`src/rtl/gpo_timed_pkg.sv`:
```
// gpo_timed_pkg: shared definitions for the timed general-purpose output block.
//   - Register offsets relative to BASE_ADDR on the 8-bit CSR bus.
//   - One-shot pulse engine state encoding.
package gpo_timed_pkg;

    localparam logic [2:0] REG_OUT   = 3'd0;
    localparam logic [2:0] REG_BLINK = 3'd1;
    localparam logic [2:0] REG_RATE  = 3'd2;
    localparam logic [2:0] REG_PULSE = 3'd3;
    localparam logic [2:0] REG_PLEN  = 3'd4;

    typedef enum logic {
        PULSE_IDLE = 1'b0,
        PULSE_BUSY = 1'b1
    } pulse_state_e;

endpackage

```
`src/rtl/gpo_pulse.sv`:
```
// gpo_pulse: per-pin one-shot engine with an 8-bit tick down-counter.
// Ports:
//   clk     in   system clock
//   rst     in   synchronous active-high reset
//   tick    in   shared timing tick, one clock wide
//   trigger in   start / restart request (ignored when plen is 0)
//   plen    in   pulse length in ticks
//   busy    out  high while the one-shot is running
module gpo_pulse
    import gpo_timed_pkg::*;
(
    input  logic       clk,
    input  logic       rst,
    input  logic       tick,
    input  logic       trigger,
    input  logic [7:0] plen,
    output logic       busy
);

    pulse_state_e state_q, state_d;
    logic [7:0]   cnt_q, cnt_d;

    always_comb begin
        state_d = state_q;
        cnt_d   = cnt_q;
        // A trigger beats the tick, so a retrigger on the final tick keeps the pin busy.
        if (trigger && (plen != 8'd0)) begin
            state_d = PULSE_BUSY;
            cnt_d   = plen;
        end else if ((state_q == PULSE_BUSY) && tick) begin
            if (cnt_q == 8'd1) begin
                state_d = PULSE_IDLE;
                cnt_d   = 8'd0;
            end else begin
                cnt_d = cnt_q - 8'd1;
            end
        end
    end

    always_ff @(posedge clk) begin
        if (rst) begin
            state_q <= PULSE_IDLE;
            cnt_q   <= 8'd0;
        end else begin
            state_q <= state_d;
            cnt_q   <= cnt_d;
        end
    end

    assign busy = (state_q == PULSE_BUSY);

endmodule

```
`src/rtl/gpo_timed.sv`:
```
// gpo_timed: output-only GPIO block with static level, blink and one-shot pulse.
// Ports:
//   clk     in   system clock
//   rst     in   synchronous active-high reset
//   csr_a   in   CSR address (5 bits)
//   csr_di  in   CSR write data
//   csr_we  in   CSR write strobe, acts at the clk edge where it is high
//   csr_do  out  CSR read data, combinational
//   out     out  registered pin drive, NUM_GPIOS wide
// Registers at BASE_ADDR+: 0 OUT, 1 BLINK, 2 RATE, 3 PULSE (w: trigger, r: busy), 4 PLEN.
module gpo_timed
    import gpo_timed_pkg::*;
#(
    parameter logic [4:0] BASE_ADDR = 5'h00,
    parameter int         NUM_GPIOS = 8,
    parameter int         TICK_DIV  = 1000
) (
    input  logic                 clk,
    input  logic                 rst,
    input  logic [4:0]           csr_a,
    input  logic [7:0]           csr_di,
    input  logic                 csr_we,
    output logic [7:0]           csr_do,
    output logic [NUM_GPIOS-1:0] out
);

    localparam int PW = (TICK_DIV > 2) ? $clog2(TICK_DIV) : 1;
    localparam logic [PW-1:0] PRESC_LAST = PW'(TICK_DIV - 1);

    logic [NUM_GPIOS-1:0] out_reg_q, out_reg_d;
    logic [NUM_GPIOS-1:0] blink_q, blink_d;
    logic [7:0]           rate_q, rate_d;
    logic [7:0]           plen_q, plen_d;
    logic [PW-1:0]        presc_q, presc_d;
    logic [7:0]           bcnt_q, bcnt_d;
    logic                 phase_q, phase_d;
    logic [NUM_GPIOS-1:0] pin_q, pin_d;

    logic [4:0]           off;
    logic                 hit;
    logic                 we_out, we_blink, we_rate, we_pulse, we_plen;
    logic                 tick;
    logic [NUM_GPIOS-1:0] trig;
    logic [NUM_GPIOS-1:0] busy;

    // Address decode; BASE_ADDR+4 fits in 5 bits so the subtraction cannot wrap on a hit.
    assign off      = csr_a - BASE_ADDR;
    assign hit      = (csr_a >= BASE_ADDR) && (off <= 5'd4);
    assign we_out   = csr_we && hit && (off[2:0] == REG_OUT);
    assign we_blink = csr_we && hit && (off[2:0] == REG_BLINK);
    assign we_rate  = csr_we && hit && (off[2:0] == REG_RATE);
    assign we_pulse = csr_we && hit && (off[2:0] == REG_PULSE);
    assign we_plen  = csr_we && hit && (off[2:0] == REG_PLEN);

    assign tick = (presc_q == PRESC_LAST);
    assign trig = we_pulse ? csr_di[NUM_GPIOS-1:0] : '0;

    for (genvar i = 0; i < NUM_GPIOS; i++) begin : g_pulse
        gpo_pulse u_pulse (
            .clk     (clk),
            .rst     (rst),
            .tick    (tick),
            .trigger (trig[i]),
            .plen    (plen_q),
            .busy    (busy[i])
        );
    end

    always_comb begin
        out_reg_d = we_out   ? csr_di[NUM_GPIOS-1:0] : out_reg_q;
        blink_d   = we_blink ? csr_di[NUM_GPIOS-1:0] : blink_q;
        plen_d    = we_plen  ? csr_di : plen_q;
        rate_d    = rate_q;
        presc_d   = tick ? '0 : presc_q + PW'(1);
        bcnt_d    = bcnt_q;
        phase_d   = phase_q;
        if (tick) begin
            if (bcnt_q == rate_q) begin
                bcnt_d  = 8'd0;
                phase_d = ~phase_q;
            end else begin
                bcnt_d = bcnt_q + 8'd1;
            end
        end
        // A RATE write realigns the whole blink timebase so the new half-period starts cleanly.
        if (we_rate) begin
            rate_d  = csr_di;
            presc_d = '0;
            bcnt_d  = 8'd0;
            phase_d = 1'b0;
        end
        pin_d = out_reg_q ^ (blink_q & {NUM_GPIOS{phase_q}}) ^ busy;
    end

    always_ff @(posedge clk) begin
        if (rst) begin
            out_reg_q <= '0;
            blink_q   <= '0;
            rate_q    <= 8'd0;
            plen_q    <= 8'd0;
            presc_q   <= '0;
            bcnt_q    <= 8'd0;
            phase_q   <= 1'b0;
            pin_q     <= '0;
        end else begin
            out_reg_q <= out_reg_d;
            blink_q   <= blink_d;
            rate_q    <= rate_d;
            plen_q    <= plen_d;
            presc_q   <= presc_d;
            bcnt_q    <= bcnt_d;
            phase_q   <= phase_d;
            pin_q     <= pin_d;
        end
    end

    always_comb begin
        csr_do = 8'd0;
        if (hit) begin
            case (off[2:0])
                REG_OUT:   csr_do = 8'(out_reg_q);
                REG_BLINK: csr_do = 8'(blink_q);
                REG_RATE:  csr_do = rate_q;
                REG_PULSE: csr_do = 8'(busy);
                REG_PLEN:  csr_do = plen_q;
                default:   csr_do = 8'd0;
            endcase
        end
    end

    assign out = pin_q;

endmodule

```
`config.mk`:
```
export PLATFORM = sky130hd
export DESIGN_NAME = gpo_timed
export DESIGN_NICKNAME = d
export VERILOG_FILES = /design/src/rtl/gpo_timed_pkg.sv /design/src/rtl/gpo_pulse.sv /design/src/rtl/gpo_timed.sv
export SDC_FILE = /design/constraint.sdc
export NUM_CORES = 1
export LEC_CHECK = 0
export ABC_AREA = 1
export ABC_CLOCK_PERIOD_IN_PS = 4100
export BUFFER_PORTS_ARGS = -buffer_cell sky130_fd_sc_hd__buf_2
export CAP_MARGIN = 20
export CORE_MARGIN = 3
export CORE_UTILIZATION = 30
export CTS_CLUSTER_SIZE = 25
export DETAILED_ROUTE_END_ITERATION = 7
export GPL_ROUTABILITY_DRIVEN = 0
export GPL_TIMING_DRIVEN = 1
export PLACE_DENSITY_LB_ADDON = 0.1
export SLEW_MARGIN = 20
export SYNTH_ARGS = -nofsm -noshare
export SYNTH_HDL_FRONTEND = slang
export SYNTH_SLANG_ARGS = --single-unit
```
`constraint.sdc`:
```
create_clock -name clk -period 4.1 [get_ports clk]
set_clock_uncertainty 0.05 [all_clocks]
set_input_delay 0.82 -clock clk [delete_from_list [all_inputs] [get_ports clk]]
set_output_delay 0.82 -clock clk [all_outputs]
set_load 0.03 [all_outputs]
```
==> results of run 1 <==
[cells in the final DEF, fill, tap and decap left out, types with 2 or more instances in the layout]
| cell type | n |
|---|---|
| ha_1 | 18 |
| bufinv_16 | 3 |
| o22ai_1 | 8 |
| nand3_1 | 243 |
| nand2_2 | 8 |
| a22o_1 | 4 |
| nand2_4 | 2 |
| xnor2_1 | 10 |
| a21oi_1 | 83 |
| nor2_4 | 3 |
| nand4_1 | 14 |
| nor3_2 | 3 |
| clkbuf_8 | 4 |
| nor2_2 | 14 |
| buf_2 | 31 |
| xor2_1 | 38 |
| buf_4 | 15 |
| o21ai_1 | 3 |
| dfxtp_1 | 131 |
| clkbuf_1 | 2 |
| o21ai_0 | 58 |
| nor3_1 | 15 |
| or2_2 | 2 |
| nor2_1 | 164 |
| clkinv_2 | 5 |
| clkbuf_16 | 17 |
| nand2_1 | 224 |
| inv_2 | 2 |
| a211oi_1 | 4 |
| inv_1 | 166 |
[flip-flops by register name, summed over array words and instances, names as in the netlist]
| register | count |
|---|---|
| bcnt_q | 8 |
| blink_q | 8 |
| g_pulse.u_pulse.busy | 8 |
| g_pulse.u_pulse.cnt_q | 64 |
| out | 8 |
| out_reg_q | 8 |
| phase_q | 1 |
| plen_q | 8 |
| presc_q | 10 |
| rate_q | 8 |
[critical path, stage by stage]
cell and delay (ns):
buf_2 0.17, nor3_2 0.49, buf_4 0.22, a22o_1 0.12
nor2_1 0.04, a21oi_1 0.27, buf_2 0.26
[cell families (layout without fill, tap and decap cells)]
logic type	count (synthesis)	count (layout)	synth area share
AOI/OAI and AO/OA	163	163	0.105
xor gates and xnor gates	48	48	0.0515
adders and majority gates	18	18	0.0276
buffers and inverters	212	248	0.111
DFF	131	131	0.321
other	0	1	0
and+or+nand+nor	697	697	0.383
[per-layer routing]
layer / GRT usage / share of wire / wire, um / vias up
met2: 0.288 / 0.45 / 11300 / 140
li1: - / - / - / 4168
met5: 0 / 0.00051 / 13 / -
met1: 0.253 / 0.51 / 12800 / 3615
met3: 0.0303 / 0.035 / 883 / 18
met4: 0.0448 / 0.011 / 280 / 2
[cell type report]
type | count | area share
sequential | 131 | 0.285
multi-input combinational | 926 | 0.504
clock buffer | 23 | 0.0530
antenna | 1 | 0.000272
timing repair buffer | 46 | 0.0291
inverter | 170 | 0.0697
clock inverter | 9 | 0.0137
tap | 335 | 0.0455
[power breakdown]
group | switching [mW] | internal [mW] | total, mW
logic | 0.0791 | 0.0245 | 0.104
registers | 0.00711 | 1.28 | 1.29
clock network | 0.599 | 1.02 | 1.62
[path summary, 6_finish.rpt]
kind / cells past startpoint / slack [ns] / startpoint / end
setup / recovery: 7 / 0.83 / csr_a[2] / csr_do[2]
hold / removal: 1 / 0.40 / presc_q[0] / presc_q[0]
setup reg to reg: 9 / 1.68 / plen_q[1] / g_pulse[6].u_pulse.cnt_q[7]
hold reg to reg: 1 / 0.40 / presc_q[0] / presc_q[0]
[metrics by stage]
step	hold slack, ns	worst slack [ns]	std cells
after detailed placement	0.392	0.841	1608
final	0.397	0.831	1641
after floorplan	0.368	0.996	1269
after global routing	0.427	0.718	1641
after global placement	0.386	0.856	1608
after CTS	0.400	0.837	1640
==> metrics.txt, run 1 <==
Hold Buf Count CTS 0; Setup Buffers After CTS 0; DRT Wirelength 25.3 mm; Die Width ~170 um; Synth warnings 0; ys flop type dfxtp_1; FP Rows between 50 and 60; fraction of registers with async set or reset after synthesis 0; largest net degree at the start of global routing 50; CTS max path bufs 2; syn_area_per_cell approximately 6.4 um^2; final setup fails 0; ANT nets after route 0; initial core utilization 0.309; FMAX 0.306 GHz; Nets 1,326; synthesized cell area about 8000 um^2; CTS buffer count 17; count leader, synth nand3_1; clk sinks 131; first-pass GRT wire length 41.6 mm; register area about 2600 um^2; Seq/Total Area, Yosys 0.321; Pwr Total about 3.0 mW; CTS tree yes; clock latency on the worst-skew pair ~0.42 ns; Cell Area, Placed around 8600 um^2; LEAKAGE between 4 and 5 nW; Yosys top cell by area dfxtp_1; via count 7,943; critical path launch point type primary input; fraction of layout cells with a size suffix above 1 0.0881; Core Area around 26,000 um^2; vias in the first global route approximately 7,600; Cell Pwr Density between 300 and 400 nW/um^2; Final Hold Fails 0; post-cts sizing count 0; gr ovfl total 0; max-slew violation count 0; Final period util 0.797; IO Pins 32; area growth from synthesis to layout 12.7%; antenna violations before repair 3; Final Critical Period 3.27 ns; Setup TNS 0 ns; finished layout cell area 9200 um^2; fillers 2,932; DIE AREA around 30,000 um^2; DRC viols 13; Worst Path Max Fanout 7; crit path DAT ~2.4 ns; Synth Instances approximately 1,300; Setup crit end kind output pin; worst slew pin tran between 0.8 and 0.9 ns; H-tree depth 4; Starting DRT DRC Count ~630; failing checks DRC; Setup CP Type in -> out; Synthesized Nets 1,303; main area contributors after synthesis dfxtp_1 32%, nand3_1 15%, nand2_1 10%, inv_1 7.6%, nor2_1 7.5%; Post-synth EDFFs 0; Data required, critical path 3.23 ns; Die H between 150 and 200 um; hpwl dp roughly 17 mm; headroom to the max-slew limit 0.424; #FFs+latches synth approximately 130; multi-input logic area 4630 um^2; HP Class reg -> reg; maximum vdd drop 0.000217 V; clk root buf clkbuf_16; DRT Pass-1 Iters 8; RSZ-0062 raised after global routing false; PortBufs 31; Clk pin slew, worst setup/hold paths around 0.06 ns; Netlist cell types 39; most frequent cells after synthesis 243 x nand3_1, 224 x nand2_1, 166 x inv_1, 164 x nor2_1, 131 x dfxtp_1; top cell type's share of synthesized area 0.321; status complete, but fails checks; Max Cap Viol 0; WL/cell between 15 and 20 um; Final Util 0.348; Via density between 4 and 5; GRT Total Usage 0.180
Power figures use the tool's default switching activity.
==> inputs of run 2 (changes only) <==
--- a/config.mk
+++ b/config.mk
@@ -6,7 +6,7 @@
 export NUM_CORES = 1
 export LEC_CHECK = 0
 export ABC_AREA = 1
-export ABC_CLOCK_PERIOD_IN_PS = 4100
+export ABC_CLOCK_PERIOD_IN_PS = 2700
 export BUFFER_PORTS_ARGS = -buffer_cell sky130_fd_sc_hd__buf_2
 export CAP_MARGIN = 20
 export CORE_MARGIN = 3
==> constraint.sdc (replaced) <==
create_clock -name clk -period 2.7 [get_ports clk]
set_clock_uncertainty 0.05 [all_clocks]
set_input_delay 0.54 -clock clk [delete_from_list [all_inputs] [get_ports clk]]
set_output_delay 0.54 -clock clk [all_outputs]
set_load 0.03 [all_outputs]
==> metrics.txt, run 2 (synthesis results as in run 1) <==
Nets 1,341 (was 1,326); LEAKAGE 4.55 nW (was 4.50 nW); Via density 4.83 (was 4.84); WL/cell 15.6 um (was 15.4 um); worst slew pin tran 0.840 ns (was 0.857 ns); Setup CP Type in -> out (unchanged); Diodes inserted 0 (was 1); Cell Area, Placed 8730 um^2 (was 8590 um^2); critical path launch point type primary input (unchanged); via count 7,996 (was 7,943); largest registers g_pulse.u_pulse.cnt_q x64, presc_q x10 (unchanged); CTS buffer count 17 (unchanged); status complete, no violations (was complete, but fails checks); placed insts 1,623 (was 1,608); initial core utilization 0.309 (unchanged); area growth from synthesis to layout 13.7% (was 12.7%); clk sinks 131 (unchanged); Max Cap Viol 0 (unchanged); Biggest register g_pulse.u_pulse.cnt_q (unchanged); GRT Total Usage 0.181 (was 0.180); metal1 wirelength 13.0 mm (was 12.8 mm); Pwr Total 4.35 mW (was 3.01 mW); met3 WL 950 um (was 883 um); H-tree depth 4 (unchanged); PortBufs 31 (unchanged); commonest non-fill, non-tap cell in the layout nand3_1 (unchanged); ANT nets after route 0 (unchanged); Final period util 0.957; max-slew violation count 0 (unchanged); CTS tree yes (unchanged); DRC viols 0 (was 13); number of flip-flops in the largest register 64 (unchanged); maximum vdd drop 0.000262 V (was 0.000217 V); internal power 3.27 mW (was 2.32 mW); proportion of power drawn by combinational gates 0.038 (was 0.034); IO Pins 32 (unchanged); Core Area 26,400 um^2 (unchanged); Final Critical Period ~2.6 ns; Clk pwr share 0.513 (was 0.538); finished layout cell area 9290 um^2 (was 9200 um^2); fillers 2,955 (was 2,932); hpwl dp 18.2 mm (was 17.3 mm); Hold Slack 0.370 ns (was 0.397 ns); Hold Buf Count CTS 0 (unchanged); CTS max path bufs 2 (unchanged); Sw Ratio 0.249 (was 0.228); r2r setup slk 0.45 ns (was 1.68 ns); HP Class in -> reg (was reg -> reg); Critical Path Slowest Stage Cell a21oi_1 (was nor3_2); Starting DRT DRC Count 601 (was 628); crit path DAT 1.99 ns (was 2.40 ns); FMAX between 0.3 and 0.4 GHz; DRT Wirelength 25.8 mm (was 25.3 mm); antenna violations before repair 0 (was 3); vias in the first global route 7,518 (was 7,576); DIE AREA 29,200 um^2 (unchanged); slowest cell delay on critical path 0.32 ns (was 0.49 ns); most frequent cells in the layout 243 x nand3_1, 224 x nand2_1, 166 x inv_1 (unchanged); Setup TNS 0 ns (unchanged); RSZ-0062 raised after global routing false (unchanged); Final Hold Fails 0 (unchanged); final setup fails 0 (unchanged); fraction of layout cells with a size suffix above 1 0.100 (was 0.0881); clock latency on the worst-skew pair 0.42 ns (about the same); clk root buf clkbuf_16 (unchanged); NetSw 1.08 mW (was 0.685 mW); Cell Pwr Density 469 nW/um^2 (was 327 nW/um^2); met2 WL post-DR 11.7 mm (was 11.3 mm); Die H 171 um (unchanged); gr ovfl total 0 (unchanged); headroom to the max-slew limit 0.436 (was 0.424); post-cts sizing count 0 (unchanged); Data required, critical path 2.11 ns (was 3.23 ns); Setup crit end kind output pin (unchanged); largest net degree at the start of global routing 40 (was 50); FP Rows 59 (unchanged); Die Width 171 um (unchanged); Clk pin slew, worst setup/hold paths 0.06 ns (about the same); power share of the sequential group 0.448 (was 0.428); DRT Pass-1 Iters 5 (was 8); Setup Buffers After CTS 0 (unchanged); CP Cell Sequence buf_2, nor2_1, nand2_1, o22ai_1, nor2_1, a21oi_1, buf_2 (was buf_2, nor3_2, buf_4, a22o_1, nor2_1, a21oi_1, buf_2); highest metal used met4 (was met5); first-pass GRT wire length 41.7 mm (was 41.6 mm); final cell count without fillers 1,655 (was 1,641); Worst Path Max Fanout 8 (was 7)
-- run 2: cell count changes in the layout (fill, tap and decap cells not counted), sizes merged --
cell and change:
clkinvlp +2, clkbuf -5, bufinv -2, diode -1
clkinv +3, buf +15, inv +2
-- run 2: worst max-delay path, delay by kind of cell --
kind                   cells  cell delay [ns]
AND/OR/NAND/NOR            3             0.47
buffers and inverters      2             0.42
AO/OA/AOI/OAI              2             0.56
-- run 2: power groups by stage --
stage	logic, mW	clock network [mW]	registers [mW]
after global placement	0.168	0	1.99
after floorplan	0.0969	0	1.99
after detailed placement	0.169	0	1.99
after global routing	0.184	2.37	1.95
final	0.167	2.23	1.95
after CTS	0.169	2.30	1.95
-- run 2: worst paths after layout --
check                                start  cells past startpoint                           to
worst max-delay path              csr_a[1]                      7                    csr_do[2]
worst min-delay path             csr_di[3]                      3                 out_reg_q[3]
worst max register to register  presc_q[0]                     11  g_pulse[2].u_pulse.cnt_q[7]
worst min register to register  presc_q[0]                      1                   presc_q[0]
-- run 2: per-stage QoR --
stage	utilization	worst slack, ns
after global placement	0.331	0.184
final	0.351	0.116
after CTS	0.351	0.160
after detailed placement	0.331	0.168
after floorplan	-	0.156
after global routing	0.351	0.0873
-- run 2: routing by layer --
| metal | up-vias | GRT usage |
|---|---|---|
| met5 | - | 0 |
| met1 | 3649 | 0.260 |
| met3 | 12 | 0.0266 |
| li1 | 4197 | - |
| met4 | 0 | 0.0325 |
| met2 | 138 | 0.292 |
-- run 2: cell type report --
type | count | area [um^2] | share of cell area
Sequential cell | 131 | 2620 | 0.282
Multi-Input combinational cell | 926 | 4630 | 0.499
Tap cell | 335 | 419 | 0.0451
Clock buffer | 18 | 439 | 0.0473
Inverter | 170 | 641 | 0.0690
Clock inverter | 14 | 114 | 0.0123
Timing Repair Buffer | 61 | 418 | 0.0450
==> inputs of run 3 (changes only) <==
--- a/config.mk
+++ b/config.mk
@@ -10,7 +10,7 @@
 export BUFFER_PORTS_ARGS = -buffer_cell sky130_fd_sc_hd__buf_2
 export CAP_MARGIN = 20
 export CORE_MARGIN = 3
-export CORE_UTILIZATION = 30
+export CORE_UTILIZATION = 33
 export CTS_CLUSTER_SIZE = 25
 export DETAILED_ROUTE_END_ITERATION = 7
 export GPL_ROUTABILITY_DRIVEN = 0
==> metrics.txt, run 3 (synthesis results as in run 1) <==
vias in the first global route 7,305 (was 7,518); finished layout cell area 9320 um^2 (was 9290 um^2); DRC viols 0 (unchanged); antenna violations before repair 0 (unchanged); Setup CP Type reg -> out (was in -> out); Worst Path Max Fanout 6 (was 8); crit-path leading delay family flip-flops (was compound AO/OA/AOI/OAI gates); Core Area 23,900 um^2 (was 26,400 um^2); path depth of the worst reg2reg path 11 (unchanged); PortBufs 31 (unchanged); Hold Path Cell Cnt 2 (was 3); largest registers g_pulse.u_pulse.cnt_q x64, presc_q x10 (unchanged); Hold Buf Count CTS 0 (unchanged); crit path DAT 1.97 ns (was 1.99 ns); status complete, no violations (unchanged); grt met2 use 0.297 (was 0.292); first-pass GRT wire length 39.6 mm (was 41.7 mm); WL/cell 15.1 um (was 15.6 um); Max Cap Viol 0 (unchanged); CTS tree yes (unchanged); Final Critical Period 2.56 ns (was 2.58 ns); r2r setup slk 0.49 ns (was 0.45 ns); via count 7,946 (was 7,996); Hold Slack 0.355 ns (was 0.370 ns); Cell Pwr Density 485 nW/um^2 (was 469 nW/um^2); largest net degree at the start of global routing 28 (was 40); DRT Pass-1 Iters 5 (unchanged); Diodes inserted 0 (unchanged); fraction of layout cells with a size suffix above 1 0.103 (was 0.100); Final period util 0.947 (was 0.957); most used routing layer met2 (unchanged); FF-to-FF Start presc_q[0] (unchanged); maximum vdd drop 0.000307 V (was 0.000262 V); Setup Buffers After CTS 0 (unchanged); Setup crit end kind output pin (unchanged); CTS buffer count 17 (unchanged); IO Pins 32 (unchanged); CP Cell Sequence inv_1, o22ai_1, nor2_1, a21oi_1, buf_2 (was buf_2, nor2_1, nand2_1, o22ai_1, nor2_1, a21oi_1, buf_2); M3 GR Usage 0.0304 (was 0.0266); FMAX 0.391 GHz (was 0.387 GHz); Critical Path Slowest Stage Cell dfxtp_1 (was a21oi_1); clk sinks 131 (unchanged); FP Rows 56 (was 59); Biggest register g_pulse.u_pulse.cnt_q (unchanged); area growth from synthesis to layout 14.1% (was 13.7%); LEAKAGE 4.58 nW (was 4.55 nW); met1 Resource Use GR 0.271 (was 0.260); worst slew pin tran 0.817 ns (was 0.840 ns); Setup TNS 0 ns (unchanged); GRT Total Usage 0.190 (was 0.181); most frequent cells in the layout 243 x nand3_1, 224 x nand2_1, 166 x inv_1 (unchanged); hpwl dp 17.5 mm (was 18.2 mm); gr ovfl total 0 (unchanged); slowest cell delay on critical path 0.63 ns (was 0.32 ns); Nets 1,345 (was 1,341); Cell Area, Placed 8720 um^2 (was 8730 um^2); Data required, critical path 2.11 ns (about the same); Post-Place Worst Slack 0.189 ns (was 0.168 ns); clk root buf clkbuf_16 (unchanged); Die Width 163 um (was 171 um); reg2reg end g_pulse[1].u_pulse.cnt_q[7] (was g_pulse[2].u_pulse.cnt_q[7]); H-tree depth 4 (unchanged); final setup fails 0 (unchanged); Final WS setup 0.142 ns (was 0.116 ns); post-cts sizing count 0 (unchanged); Buffers & Inverters on Critical Path 2 (unchanged); number of flip-flops in the largest register 64 (unchanged); DRT Wirelength 24.8 mm (was 25.8 mm); clock latency on the worst-skew pair 0.44 ns (was 0.42 ns); max-slew violation count 0 (unchanged); commonest non-fill, non-tap cell in the layout nand3_1 (unchanged); headroom to the max-slew limit 0.451 (was 0.436); Die H 163 um (was 171 um); DIE AREA 26,700 um^2 (was 29,200 um^2); CTS max path bufs 2 (unchanged); Starting DRT DRC Count 609 (was 601); critical path launch point type flop (was primary input); ANT nets after route 0 (unchanged); RSZ-0062 raised after global routing false (unchanged); Final Hold Fails 0 (unchanged); Hold Path Sink g_pulse[5].u_pulse.cnt_q[0] (was out_reg_q[3]); hold_sp rst (was csr_di[3]); Via density 4.84 (was 4.83); HP Class in -> reg (unchanged); initial core utilization 0.342 (was 0.309); Pwr Total 4.52 mW (was 4.35 mW); Clk pin slew, worst setup/hold paths 0.06 ns (about the same)
[run 3: area by class of cell]
cell class	count	area (um^2)
clock inverter	15	175
clock buffer	17	425
multi-input combinational	926	4630
inverter	170	641
sequential	131	2620
fill	2641	14600
timing repair buffer	65	423
tap	319	399
[run 3: through the flow]
step                      cells   util
after floorplan            1269      -
after CTS                  1643  0.390
after detailed placement   1611  0.365
final                      1643  0.390
after global placement     1611  0.365
after global routing       1643  0.390
[run 3: metal layers]
metal,up-vias,part of all wire
met4,0,0.010
met5,-,0
met1,3592,0.50
met3,15,0.037
met2,132,0.45
li1,4207,-
[run 3: power breakdown]
group	switching [mW]	total (mW)	internal, mW
Sequential	0.00850	1.95	1.94
Clock	1.02	2.41	1.38
Combinational	0.123	0.167	0.0442
[run 3: worst max-delay path by stage]
stage / from / depth (start not counted) / to / slack [ns]
final: plen_q[2] / 5 / csr_do[2] / 0.14
after global routing: csr_a[1] / 7 / csr_do[2] / 0.06
after CTS: csr_a[1] / 7 / csr_do[6] / 0.19
after detailed placement: csr_a[1] / 7 / csr_do[6] / 0.19
after global placement: csr_a[1] / 7 / csr_do[2] / 0.19
after floorplan: csr_a[2] / 5 / csr_do[0] / 0.16
